==> src/rtl/mips_pipe_pkg.sv <==
// Shared types for the MIPS-32 pipeline stages: decoded control word layout and
// ALU operation encodings.
package mips_pipe_pkg;

  typedef struct packed {
    logic       reg_write;
    logic       mem_to_reg;
    logic       mem_read;
    logic       mem_write;
    logic       reg_dst;
    logic       alu_src;
    logic [1:0] alu_op;
  } ctrl_t;

  localparam int CTRL_W = $bits(ctrl_t);

  localparam logic [1:0] ALU_OP_ADD   = 2'b00;
  localparam logic [1:0] ALU_OP_SUB   = 2'b01;
  localparam logic [1:0] ALU_OP_FUNCT = 2'b10;

  localparam ctrl_t CTRL_NOP = 8'h00;

  function automatic logic is_load(input ctrl_t c);
    return c.mem_read;
  endfunction

endpackage

==> src/rtl/id_ex_pipe_reg_if.sv <==
// ID -> EX handshake bundle: decoded instruction payload with valid/ready on
// both the upstream (in_*) and downstream (out_*) sides.
interface id_ex_pipe_reg_if
  import mips_pipe_pkg::*;
#(
  parameter int DATA_W = 32,
  parameter int REG_AW = 5
);
  logic              in_valid;
  logic              in_ready;
  ctrl_t             in_ctrl;
  logic [DATA_W-1:0] in_rd1;
  logic [DATA_W-1:0] in_rd2;
  logic [DATA_W-1:0] in_imm;
  logic [REG_AW-1:0] in_rs;
  logic [REG_AW-1:0] in_rt;
  logic [REG_AW-1:0] in_rd;

  logic              out_valid;
  logic              out_ready;
  ctrl_t             out_ctrl;
  logic [DATA_W-1:0] out_rd1;
  logic [DATA_W-1:0] out_rd2;
  logic [DATA_W-1:0] out_imm;
  logic [REG_AW-1:0] out_rs;
  logic [REG_AW-1:0] out_rt;
  logic [REG_AW-1:0] out_rd;

  modport master (
    output in_valid, in_ctrl, in_rd1, in_rd2, in_imm, in_rs, in_rt, in_rd, out_ready,
    input  in_ready, out_valid, out_ctrl, out_rd1, out_rd2, out_imm, out_rs, out_rt, out_rd
  );

  modport slave (
    input  in_valid, in_ctrl, in_rd1, in_rd2, in_imm, in_rs, in_rt, in_rd, out_ready,
    output in_ready, out_valid, out_ctrl, out_rd1, out_rd2, out_imm, out_rs, out_rt, out_rd
  );
endinterface

==> src/rtl/pipe_skid_buf.sv <==
// Generic 2-entry skid buffer: main register drives the output, skid register
// catches the one beat accepted while the output is stalled.
module pipe_skid_buf #(
  parameter int W = 8
) (
  input  logic         clk,
  input  logic         rst_n,
  input  logic         flush,
  input  logic         in_valid,
  input  logic [W-1:0] in_data,
  output logic         in_ready,
  output logic         out_valid,
  input  logic         out_ready,
  output logic [W-1:0] out_data,
  input  logic         inject,
  input  logic [W-1:0] inject_data
);
  logic [W-1:0] main_p0;
  logic [W-1:0] skid_p0;
  logic         vld_p0;
  logic         skid_vld_p0;
  logic         in_fire;
  logic         out_fire;

  // in_ready depends only on registered state, never on out_ready
  assign in_ready  = !skid_vld_p0;
  assign in_fire   = in_valid && in_ready;
  assign out_fire  = vld_p0 && out_ready;
  assign out_valid = vld_p0;
  assign out_data  = main_p0;

  always_ff @(posedge clk or negedge rst_n) begin
    if (!rst_n) begin
      main_p0     <= '0;
      skid_p0     <= '0;
      vld_p0      <= 1'b0;
      skid_vld_p0 <= 1'b0;
    end else if (flush) begin
      vld_p0      <= 1'b0;
      skid_vld_p0 <= 1'b0;
    end else if (inject && out_fire) begin
      main_p0 <= inject_data;
      vld_p0  <= 1'b1;
    end else if (out_fire && skid_vld_p0) begin
      main_p0     <= skid_p0;
      skid_vld_p0 <= 1'b0;
    end else if (in_fire && (!vld_p0 || out_fire)) begin
      main_p0 <= in_data;
      vld_p0  <= 1'b1;
    end else if (in_fire && vld_p0 && !out_fire) begin
      skid_p0     <= in_data;
      skid_vld_p0 <= 1'b1;
    end else if (out_fire) begin
      vld_p0 <= 1'b0;
    end
  end
endmodule

==> src/rtl/id_ex_pipe_reg.sv <==
// ID/EX pipeline stage: packs the decoded instruction into a skid buffer, blocks
// load-use dependents and slips a NOP bubble in behind the load, counting bubbles.
module id_ex_pipe_reg
  import mips_pipe_pkg::*;
#(
  parameter int DATA_W      = 32,
  parameter int REG_AW      = 5,
  parameter int LOAD_USE_EN = 1,
  parameter int CNT_W       = 16
) (
  input  logic             clk,
  input  logic             rst_n,
  input  logic             flush,
  id_ex_pipe_reg_if.slave  bus,
  output logic [CNT_W-1:0] bubble_cnt
);
  typedef struct packed {
    ctrl_t             ctrl;
    logic [DATA_W-1:0] rd1;
    logic [DATA_W-1:0] rd2;
    logic [DATA_W-1:0] imm;
    logic [REG_AW-1:0] rs;
    logic [REG_AW-1:0] rt;
    logic [REG_AW-1:0] rd;
  } payload_t;

  localparam int PW = $bits(payload_t);
  localparam logic [CNT_W-1:0] CNT_ONE = CNT_W'(1);

  payload_t in_pl;
  payload_t out_pl;
  payload_t bubble_pl;
  logic     main_v;
  logic     buf_in_ready;
  logic     hazard;
  logic     inject;
  logic     out_fire;

  function automatic logic [CNT_W-1:0] sat_inc(input logic [CNT_W-1:0] v);
    return (&v) ? v : v + CNT_ONE;
  endfunction

  always_comb begin
    in_pl.ctrl = bus.in_ctrl;
    in_pl.rd1  = bus.in_rd1;
    in_pl.rd2  = bus.in_rd2;
    in_pl.imm  = bus.in_imm;
    in_pl.rs   = bus.in_rs;
    in_pl.rt   = bus.in_rt;
    in_pl.rd   = bus.in_rd;
  end

  always_comb begin
    bubble_pl      = '0;
    bubble_pl.ctrl = CTRL_NOP;
  end

  assign hazard = (LOAD_USE_EN != 0) && bus.in_valid && main_v && is_load(out_pl.ctrl)
                  && (out_pl.rt != '0)
                  && ((out_pl.rt == bus.in_rs) || (out_pl.rt == bus.in_rt));

  // With the skid full, the beat behind the load is the skid entry, not the
  // stalled input; it must move up first or it would be overwritten by the bubble.
  assign inject   = hazard && buf_in_ready;
  assign out_fire = main_v && bus.out_ready;

  assign bus.in_ready = buf_in_ready && !hazard;

  pipe_skid_buf #(.W(PW)) u_buf (
    .clk         (clk),
    .rst_n       (rst_n),
    .flush       (flush),
    .in_valid    (bus.in_valid && !hazard),
    .in_data     (in_pl),
    .in_ready    (buf_in_ready),
    .out_valid   (main_v),
    .out_ready   (bus.out_ready),
    .out_data    (out_pl),
    .inject      (inject),
    .inject_data (bubble_pl)
  );

  assign bus.out_valid = main_v;
  assign bus.out_ctrl  = out_pl.ctrl;
  assign bus.out_rd1   = out_pl.rd1;
  assign bus.out_rd2   = out_pl.rd2;
  assign bus.out_imm   = out_pl.imm;
  assign bus.out_rs    = out_pl.rs;
  assign bus.out_rt    = out_pl.rt;
  assign bus.out_rd    = out_pl.rd;

  always_ff @(posedge clk or negedge rst_n) begin
    if (!rst_n) begin
      bubble_cnt <= '0;
    end else if (!flush && inject && out_fire) begin
      bubble_cnt <= sat_inc(bubble_cnt);
    end
  end
endmodule

==> src/flat_wrapper.sv <==
// flat-port wrapper written by rule: the top's interface ports become plain ports
module id_ex_pipe_reg_flat import mips_pipe_pkg::*;
#(
  parameter int DATA_W      = 32,
  parameter int REG_AW      = 5,
  parameter int LOAD_USE_EN = 1,
  parameter int CNT_W       = 16
)
  (clk, rst_n, flush, bubble_cnt, bus_in_valid, bus_in_ctrl, bus_in_rd1, bus_in_rd2, bus_in_imm, bus_in_rs, bus_in_rt, bus_in_rd, bus_out_ready, bus_in_ready, bus_out_valid, bus_out_ctrl, bus_out_rd1, bus_out_rd2, bus_out_imm, bus_out_rs, bus_out_rt, bus_out_rd);
  id_ex_pipe_reg_if #(.DATA_W(DATA_W), .REG_AW(REG_AW)) bus_i ();
  input  logic clk;
  input  logic rst_n;
  input  logic flush;
  output logic [CNT_W-1:0] bubble_cnt;
  input wire logic [$bits(bus_i.in_valid)-1:0] bus_in_valid;
  input wire logic [$bits(bus_i.in_ctrl)-1:0] bus_in_ctrl;
  input wire logic [$bits(bus_i.in_rd1)-1:0] bus_in_rd1;
  input wire logic [$bits(bus_i.in_rd2)-1:0] bus_in_rd2;
  input wire logic [$bits(bus_i.in_imm)-1:0] bus_in_imm;
  input wire logic [$bits(bus_i.in_rs)-1:0] bus_in_rs;
  input wire logic [$bits(bus_i.in_rt)-1:0] bus_in_rt;
  input wire logic [$bits(bus_i.in_rd)-1:0] bus_in_rd;
  input wire logic [$bits(bus_i.out_ready)-1:0] bus_out_ready;
  output wire logic [$bits(bus_i.in_ready)-1:0] bus_in_ready;
  output wire logic [$bits(bus_i.out_valid)-1:0] bus_out_valid;
  output wire logic [$bits(bus_i.out_ctrl)-1:0] bus_out_ctrl;
  output wire logic [$bits(bus_i.out_rd1)-1:0] bus_out_rd1;
  output wire logic [$bits(bus_i.out_rd2)-1:0] bus_out_rd2;
  output wire logic [$bits(bus_i.out_imm)-1:0] bus_out_imm;
  output wire logic [$bits(bus_i.out_rs)-1:0] bus_out_rs;
  output wire logic [$bits(bus_i.out_rt)-1:0] bus_out_rt;
  output wire logic [$bits(bus_i.out_rd)-1:0] bus_out_rd;
  assign bus_i.in_valid = bus_in_valid;
  assign bus_i.in_ctrl = bus_in_ctrl;
  assign bus_i.in_rd1 = bus_in_rd1;
  assign bus_i.in_rd2 = bus_in_rd2;
  assign bus_i.in_imm = bus_in_imm;
  assign bus_i.in_rs = bus_in_rs;
  assign bus_i.in_rt = bus_in_rt;
  assign bus_i.in_rd = bus_in_rd;
  assign bus_i.out_ready = bus_out_ready;
  assign bus_in_ready = bus_i.in_ready;
  assign bus_out_valid = bus_i.out_valid;
  assign bus_out_ctrl = bus_i.out_ctrl;
  assign bus_out_rd1 = bus_i.out_rd1;
  assign bus_out_rd2 = bus_i.out_rd2;
  assign bus_out_imm = bus_i.out_imm;
  assign bus_out_rs = bus_i.out_rs;
  assign bus_out_rt = bus_i.out_rt;
  assign bus_out_rd = bus_i.out_rd;
  id_ex_pipe_reg #(.DATA_W(DATA_W), .REG_AW(REG_AW), .LOAD_USE_EN(LOAD_USE_EN), .CNT_W(CNT_W)) u_core (.clk(clk), .rst_n(rst_n), .flush(flush), .bus(bus_i), .bubble_cnt(bubble_cnt));
endmodule
==> config.mk <==
export PLATFORM = sky130hd
export DESIGN_NAME = id_ex_pipe_reg_flat
export DESIGN_NICKNAME = d
export VERILOG_FILES = /design/src/rtl/mips_pipe_pkg.sv /design/src/rtl/id_ex_pipe_reg_if.sv /design/src/rtl/pipe_skid_buf.sv /design/src/rtl/id_ex_pipe_reg.sv /design/src/flat_wrapper.sv
export SDC_FILE = /design/constraint.sdc
export NUM_CORES = 1
export LEC_CHECK = 0
export CORE_ASPECT_RATIO = 0.6
export CORE_MARGIN = 2
export CORE_UTILIZATION = 55
export DETAILED_ROUTE_END_ITERATION = 8
export GPL_ROUTABILITY_DRIVEN = 0
export PLACE_DENSITY = 0.83
export RECOVER_POWER = 25
export SYNTH_ARGS = -nofsm -noshare
export SYNTH_HDL_FRONTEND = slang
export SYNTH_SLANG_ARGS = --single-unit
==> constraint.sdc <==
create_clock -name clk -period 6.1 [get_ports clk]
set_input_delay 0.915 -clock clk [delete_from_list [all_inputs] [get_ports clk]]
set_output_delay 0.915 -clock clk [all_outputs]
set_load 0.02 [all_outputs]
==> run summary <==
### Run status
• **status** finished with violations
• **violated checks** max-capacitance violations, max-slew violations

### Timing
• **worst clock skew on the final layout** 8.837 ps
• **setup repair after global routing missed its margin** no
• **least setup slack across all paths after layout** 2246 ps
• **actual transition at the worst max-transition pin** 3030 ps
• **max-slew violation count** 123
• **final hold violations** 0
• **Tcrit/Tclk final** 63.18%
• **setup TNS** 0 ps
• **Final setup violation count** 0
• **final critical delay including setup and external delays** 3854 ps
• **Peak Freq** 0.2595 GHz
• **max-slew headroom at the worst pin** -102.0%

### Power and ir drop
• **sum of internal, switching and leakage power** 0.005080 W
• **highest ir drop seen on vdd** 0.0001936 V
• **leakage power** 7.316 nW
• **power density cells** 336.7 nW/um^2

### Placed design
• **# port buffers** 260
• **Detail Placement HPWL** 17.97 mm
• **dpl ws** 2115 ps
• **DP Cell Count** 1364

### Drt
• **remaining antenna violation count after routing** 0
• **wire length reported by the detailed router** 28.36 mm
• **number of vias per cell after detailed routing** 5.719
• **Post-route DRC** 0
• **First DRT Iteration DRCs** 415
• **via count** 8024
• **Initial DRT Pass Iterations** 5
• **Wirelength per Cell** 20.22 um

### Layout
• **top library cells by usage in the layout, fill and taps aside** clkdlybuf4s50_1 (258), dfrtp_1 (256), nor2_1 (128)
• **diodes inserted** 0
• **most frequent standard cell in the layout excluding fill and tap cells** clkdlybuf4s50_1
• **area grow syn2layout** 29.96%
• **Nets** 1236
• **post-layout instance count excluding filler cells** 1403
• **ratio of cells with drive above 1 in the final layout** 15.21%

### Logic synthesis
• **count of yosys warnings during synthesis** 0
• **number of register bits inferred by synthesis** 256
• **count of different cell masters after synthesis** 34
• **Netlist Area Pre-Place** 11610 um^2
• **top cells by area, synth** dfrtp_1 (55%), mux2_4 (14%), mux2i_1 (10%)
• **Yosys top cell area share** 55.18%
• **most frequently used flop master after synthesis** dfrtp_1
• **cell type contributing the most total cell area after synthesis** dfrtp_1
• **net count after synthesis** 1009
• **Synth Instances** 884
• **count of flip-flops with a built-in enable after synthesis** 0
• **Avg Synthesized Cell Area** 13.13 um^2
• **Async SR Flop Fraction** 100.0%
• **sequential-to-total area share from yosys stat** 55.18%

### Floorplanning
• **cell row count** 41
• **Chip Width** 191.6 um
• **die outline area** 22330 um^2
• **Core Box Area** 20880 um^2
• **starting density of the core** 55.61%
• **IO Count** 261
• **Die Height** 116.5 um

### Clocking
• **CTS clock-pin slew for the worst setup and hold paths** 60 ps
• **clock tree from TritonCTS** done
• **clock root cell** clkbuf_16
• **clock sinks** 256
• **H-tree lvl count** 1
• **number of resized instances in the post-cts repair step** 0
• **Inserted Clock Buffers** 24
• **clock latency on the worst-skew pair** 500 ps
• **count of hold-fix buffers inserted at cts** 0
• **Max Root-Sink Buffers** 3
• **setup repair bufs after CTS** 0

### Critical path
• **required time of the critical path** 5180 ps
• **CP Class** in2out
• **worst path arrival time** 2940 ps
• **Setup crit end kind** output pin
• **Worst Setup Start Kind** input port
• **maximum fanout along the worst path** 7

### Global route
• **pin count of the biggest net entering global routing** 239
• **wire length of the first global-routing pass** 44.40 mm
• **antenna violations before repair** 0
• **overflow left after global routing** 0
• **number of global-route vias before repair** 8013
• **global-route usage over all layers** 25.21%

### Flow run
• **number of max-capacitance violations reported** 1

### Min path
• **Hold WC Path Type** reg2reg

==> power breakdown <==
group | internal, W | leakage [nW] | switching (W)
Combinational | 0.000753 | 3.92 | 0.000561
Clock | 0.000820 | 0.374 | 0.000622
Sequential | 0.00208 | 3.02 | 0.000245
Total | 0.00365 | 7.32 | 0.00143
==> logic make-up after synthesis <==
logic type / after synthesis / share of synthesized area (%)
AOI/OAI and AO/OA: 126 / 8.158
xor gates and xnor gates: 25 / 1.886
muxes: 239 / 25.46
DFF: 256 / 55.18
and+or+nand+nor: 167 / 6.100
buffers and inverters: 70 / 3.115
adders and majority gates: 1 / 0.1078
==> worst paths after layout <==
| check | endpoint | slack, ps | start | cells after the start |
|---|---|---|---|---|
| worst max-delay path | bus_in_ready | 2250 | bus_in_rt[0] | 7 |
| worst min-delay path | u_core.u_buf.skid_p0[118]$_DFFE_PN0P_ | 500 | u_core.u_buf.skid_p0[118]$_DFFE_PN0P_ | 1 |
| worst min register to register | u_core.u_buf.skid_p0[118]$_DFFE_PN0P_ | 500 | u_core.u_buf.skid_p0[118]$_DFFE_PN0P_ | 1 |
| min in group asynchronous | u_core.u_buf.out_data[16]$_DFFE_PN0P_ | 1340 | rst_n | 1 |
| max in group asynchronous | u_core.u_buf.skid_p0[98]$_DFFE_PN0P_ | 2940 | rst_n | 1 |
| worst max register to register | u_core.u_buf.out_data[80]$_DFFE_PN0P_ | 2970 | u_core.u_buf.out_data[5]$_DFFE_PN0P_ | 7 |
==> sequential cells by signal (all words and copies together) (netlist names) <==
| signal | flops |
|---|---|
| u_core.u_buf.skid_p0 | 119 |
| u_core.u_buf.out_data | 119 |
| u_core.bubble_cnt | 16 |
| u_core.u_buf.out_valid | 1 |
| u_core.u_buf.skid_vld_p0 | 1 |
==> per-stage QoR <==
| step | instance area [um^2] | utilization, % | hold WS, ps |
|---|---|---|---|
| floorplan | 11610 | - | 478.6 |
| global placement | 14350 | 68.71 | 486.0 |
| detailed placement | 14350 | 68.71 | 491.8 |
| CTS | 15100 | 72.31 | 506.2 |
| global route | 15090 | 72.27 | 517.4 |
| finish | 15090 | 72.27 | 502.8 |
==> Yosys cell counts (3+ instances only) <==
library cell,count
xnor2_1,14
nand2_1,5
a211oi_1,120
and3_1,4
dfrtp_1,256
nor3_1,4
nor2_1,128
mux2i_1,119
mux2_2,10
nand3_1,6
xor2_1,11
nand4_1,11
mux2_4,110
clkbuf_1,52
buf_6,13
inv_1,3
==> worst max-delay path, cell delays in order <==
cell and delay, ps:
clkdlybuf4s50_1 530, xor2_1 170, nor3_1 80, a22oi_1 360, nor2_2 160, nor2_1 120, clkdlybuf4s50_1 610
==> cell type report <==
cell class / instances / area [um^2]
clock inverter: 4 / 30.03
tap: 279 / 349.1
inverter: 3 / 11.26
fill: 1411 / 5791
clock buffer: 35 / 723.2
timing repair buffer: 268 / 2695
multi-input combinational: 558 / 4873
sequential: 256 / 6406
==> per-layer routing <==
layer	share of wire (%)	track usage [%]
met2	44	37.55
met4	1.4	4.615
met1	48	38.78
met5	0	0
met3	6.7	4.898
No activity file was read; power rests on OpenSTA's default activity.
